### src/rtl/self_healing_controller.sv
// Fault recovery stage: checkpoints fault-free booking state, rolls back on a
// persistent fault, retries a bounded number of times, then locks out.
module self_healing_controller #(
    parameter int unsigned FAULT_PERSIST = 2,
    parameter int unsigned SETTLE_CYCLES = 4,
    parameter int unsigned MAX_RETRIES   = 3
) (
    input  logic       clk,
    input  logic       rst,
    input  logic       fault_flag,
    input  logic [3:0] booked_count,
    input  logic [9:0] fare,
    input  logic       clear_lockout,
    output logic       restore_en,
    output logic [3:0] restore_count,
    output logic [9:0] restore_fare,
    output logic       booking_hold,
    output logic       lockout,
    output logic [2:0] retry_count,
    output logic [7:0] fault_events
);

    typedef enum logic [2:0] {
        ST_NORMAL,
        ST_CONFIRM,
        ST_RESTORE,
        ST_SETTLE,
        ST_LOCKOUT
    } state_t;

    localparam logic [2:0] PERSIST_LIM = 3'(FAULT_PERSIST);
    localparam logic [3:0] SETTLE_LD   = 4'(SETTLE_CYCLES);
    localparam logic [2:0] RETRY_LIM   = 3'(MAX_RETRIES);

    state_t      state_q, state_d;
    logic [13:0] stage_q, stage_d;
    logic [13:0] checkpoint_q, checkpoint_d;
    logic [2:0]  persist_q, persist_d;
    logic [2:0]  retry_q, retry_d;
    logic [7:0]  events_q, events_d;
    logic [3:0]  timer_q, timer_d;
    logic        restore_en_q, restore_en_d;
    logic        hold_q, hold_d;
    logic        lockout_q, lockout_d;

    always_comb begin
        state_d      = state_q;
        stage_d      = {booked_count, fare};
        checkpoint_d = checkpoint_q;
        persist_d    = persist_q;
        retry_d      = retry_q;
        events_d     = events_q;
        timer_d      = timer_q;

        unique case (state_q)
            ST_NORMAL: begin
                if (!fault_flag) begin
                    checkpoint_d = stage_q;
                    persist_d    = '0;
                end else begin
                    persist_d = 3'd1;
                    state_d   = (FAULT_PERSIST == 1) ? ST_RESTORE : ST_CONFIRM;
                end
            end
            ST_CONFIRM: begin
                if (!fault_flag) begin
                    persist_d = '0;
                    state_d   = ST_NORMAL;
                end else begin
                    persist_d = persist_q + 3'd1;
                    if (persist_q + 3'd1 >= PERSIST_LIM) state_d = ST_RESTORE;
                end
            end
            ST_RESTORE: begin
                persist_d = '0;
                retry_d   = retry_q + 3'd1;
                if (events_q != 8'hFF) events_d = events_q + 8'd1;
                timer_d   = SETTLE_LD;
                state_d   = ST_SETTLE;
            end
            ST_SETTLE: begin
                // The edge that sees timer==1 closes the settle window and samples the fault.
                if (timer_q <= 4'd1) begin
                    timer_d = '0;
                    if (!fault_flag) begin
                        retry_d = '0;
                        state_d = ST_NORMAL;
                    end else if (retry_q >= RETRY_LIM) begin
                        state_d = ST_LOCKOUT;
                    end else begin
                        state_d = ST_RESTORE;
                    end
                end else begin
                    timer_d = timer_q - 4'd1;
                end
            end
            ST_LOCKOUT: begin
                if (clear_lockout) begin
                    retry_d = '0;
                    state_d = ST_NORMAL;
                end
            end
            default: state_d = ST_NORMAL;
        endcase

        restore_en_d = (state_d == ST_RESTORE);
        hold_d       = (state_d != ST_NORMAL);
        lockout_d    = (state_d == ST_LOCKOUT);
    end

    always_ff @(posedge clk) begin
        if (rst) begin
            state_q      <= ST_NORMAL;
            stage_q      <= '0;
            checkpoint_q <= '0;
            persist_q    <= '0;
            retry_q      <= '0;
            events_q     <= '0;
            timer_q      <= '0;
            restore_en_q <= 1'b0;
            hold_q       <= 1'b0;
            lockout_q    <= 1'b0;
        end else begin
            state_q      <= state_d;
            stage_q      <= stage_d;
            checkpoint_q <= checkpoint_d;
            persist_q    <= persist_d;
            retry_q      <= retry_d;
            events_q     <= events_d;
            timer_q      <= timer_d;
            restore_en_q <= restore_en_d;
            hold_q       <= hold_d;
            lockout_q    <= lockout_d;
        end
    end

    assign restore_en    = restore_en_q;
    assign booking_hold  = hold_q;
    assign lockout       = lockout_q;
    assign retry_count   = retry_q;
    assign fault_events  = events_q;
    assign restore_count = checkpoint_q[13:10];
    assign restore_fare  = checkpoint_q[9:0];

endmodule

### config.mk
export PLATFORM = sky130hd
export DESIGN_NAME = self_healing_controller
export DESIGN_NICKNAME = d
export VERILOG_FILES = /design/src/rtl/self_healing_controller.sv
export SDC_FILE = /design/constraint.sdc
export NUM_CORES = 1
export LEC_CHECK = 0
export ABC_AREA = 1
export ABC_CLOCK_PERIOD_IN_PS = 1400
export CORE_MARGIN = 1
export CORE_UTILIZATION = 50
export CTS_CLUSTER_SIZE = 40
export DETAILED_ROUTE_END_ITERATION = 10
export PLACE_DENSITY = 0.78
export SETUP_SLACK_MARGIN = 0.2
export SLEW_MARGIN = 15
export SYNTH_ARGS = -nofsm -noshare
export SYNTH_HDL_FRONTEND = slang
export SYNTH_SLANG_ARGS = --single-unit
### constraint.sdc
create_clock -name clk -period 1.4 [get_ports clk]
set_input_delay 0.21 -clock clk [delete_from_list [all_inputs] [get_ports clk]]
set_output_delay 0.21 -clock clk [all_outputs]
set_load 0.05 [all_outputs]
==> results.txt <==
Placement Cell Area - 0.00310 mm²
Worst Max-Slew Pin Slew - 0.279 ns
Endpoints failing hold - 0
Max Clock Freq - 741 MHz
Cells after Synth - 295
Total grt overflow - 0
Largest cells by area after synthesis - dfxtp_1 (47%), nor2_1 (11%), nand2_1 (8.0%)
Cell taking the most area after synthesis - dfxtp_1
CTS tree - yes
Overall Global Routing Usage - 0.258
Max_cap viols - 0
FP Rows - 23
Final HPWL DP - 3.38 mm
Die area - 0.00467 mm²
Total power - 3.18 mW
FF+latch count, synth - 52
Via density - 5.19
Final min period - 1.35 ns
Slew Limit Headroom - 0.814
Placer Congestion - 0.823
Core Box Area - 0.00412 mm²
Final cell count without fillers - 407
HP Class - input port to flip-flop
Initial antenna violation count - 0
Post-CTS Hold Buffers - 0
Worst-Skew Late Latency - 0.31 ns
Crit Path Max Fanout - 4
Final ANT Viol Nets - 0
# placed instances - 388
RSZ-0062 raised after global routing - true
Antenna diode count - 0
Initial DRC Count - 136
Vias in the first global route - 1940
Mapped cell area - 0.00220 mm²
TritonCTS Sinks - 52
Total routed wirelength - 5.74 mm
Pleak - 1.56 nW
Setup violators final - 0
Clock slew at reported path FFs - 0.10 ns
DRT Pass-1 Iters - 4
Pin count of the biggest net entering global routing - 26
Final cycle utilization of the critical path - 0.964
Syn_nets - 320
Place WS - -0.0996 ns
Crit Path Class - flip-flop to flip-flop
Crit end category - flip-flop
Crit path DAT - 1.56 ns
Num CTS Buffers - 5
Pwr/cell area - 917 mW/mm²
Clk Tree Root Cell - clkbuf_8
Share of cells above drive strength 1 - 0.350
Net total in the final layout - 381
Yosys cell types - 28
Setup Skew - 0.00726 ns
# H-tree levels - 2
P&R area growth vs syn - 57.4%
Clk buf depth - 2
Status - finished, final reports clean
Die Ht - 68.3 µm
Utilization after layout - 0.842
Syn Area/Cell - 7.46 µm²
Warnings, synthesis - 0
WL/cell - 14.1 µm
Starting Density - 0.535
Setup ws final - 0.0505 ns
I/O pin count - 46
Part of the Yosys area used for sequential elements - 0.473
DRC Markers - 0
Peak VDD IR - 0.806 mV
Final slew viol count - 0
Worst Path Required - 1.61 ns
Finished Cell Area - 0.00346 mm²
Buffers on Ports - 45
Startpoint Class - flip-flop
Synth top area share - 0.473
Die X - 68.3 µm
First-pass GRT wire length - 8.63 mm
Vias - 2111
==> state kept, by name, indices dropped and copies added, names as in the netlist <==
register and count:
timer_q 4, lockout 1, fault_events 8, state_q 3, booking_hold 1, checkpoint_q 14, retry_count 3, stage_q 14
restore_en 1, persist_q 3
==> placed cells by master, fill, tap and decap left out, drive strengths merged <==
cell type      count
nor3               1
nand4              3
a31oi              1
clkbuf             5
xor2               3
clkdlybuf4s50     17
nand3b             2
o21ai             19
xnor2              1
nor2              69
o22ai              1
nand3             15
clkinvlp           1
nand2             55
or2                1
clkinv             1
dfxtp             52
ha                 7
a22oi              1
o21bai             1
buf               45
a21oi             11
inv               45
==> cells by family (layout without fill, tap and decap cells) <==
family | count (synthesis) | in the layout | synth area share
compound gates | 34 | 34 | 0.0807
xor+xnor | 4 | 4 | 0.0159
fa+ha+maj | 7 | 7 | 0.0398
buf+inv | 52 | 114 | 0.0944
flops | 52 | 52 | 0.473
simple gates | 146 | 146 | 0.296
==> worst max-delay path, cell delays in order (launching register included) <==
cell,delay [ns]
dfxtp_2,0.35
inv_4,0.08
ha_4,0.15
inv_2,0.05
nand2_2,0.07
nand2_4,0.08
o21ai_4,0.21
nand3_2,0.09
nand2_2,0.11
nand3_2,0.06
==> cells in the mapped netlist, drive strengths merged <==
cell type	instances
nor2	69
xnor2	1
xor2	3
a22oi	1
a21oi	11
ha	7
or2	1
dfxtp	52
o21ai	19
clkbuf	2
nand3	15
inv	44
nand4	3
nand3b	2
o22ai	1
a31oi	1
nand2	55
nor3	1
buf	6
o21bai	1
==> final cells by class <==
| type | count | area, µm² |
|---|---|---|
| multi-input combinational | 191 | 1170 |
| sequential | 52 | 1090 |
| timing repair buffer | 62 | 882 |
| fill | 225 | 651 |
| inverter | 44 | 175 |
| clock buffer | 5 | 68.8 |
| tap | 50 | 62.6 |
| clock inverter | 3 | 21.3 |
==> metal layers <==
metal	vias to the layer above	part of all wire	wire, µm	track usage
met1	987	0.39	2240	0.279
met2	80	0.54	3100	0.468
met4	0	0.021	120	0.107
met3	12	0.050	285	0.0700
li1	1032	-	-	-
met5	-	0	0	0
==> final timing paths <==
path / start / endpoint / slack, ns / cells past startpoint
max: timer_q[1] / booking_hold / 0.05 / 9
min: booked_count[1] / stage_q[11] / 0.41 / 3
max reg2reg: timer_q[1] / booking_hold / 0.05 / 9
min reg2reg: stage_q[5] / checkpoint_q[5] / 0.47 / 2
==> where the power goes <==
part	switching [mW]	internal, mW	leakage, nW
registers	0.0733	1.54	0.438
clock network	0.513	0.356	0.0445
logic	0.374	0.320	1.07
total	0.960	2.22	1.56
==> stage by stage <==
stage | TNS, ns | hold slack (ns)
after detailed placement | -0.507 | 0.451
after CTS | 0 | 0.402
final | 0 | 0.407
after global placement | -0.0867 | 0.442
after floorplan | 0 | 0.317
after global routing | -0.0281 | 0.408
==> timing repair <==
action / CTS / global route
cloned: 0 / 0
pin swaps: 14 / 15
endpoints found under the setup margin: 24 / 30
setup buffers: 9 / 2
resized for setup: 25 / 30
Note: power is estimated with default switching activity, not from simulation.
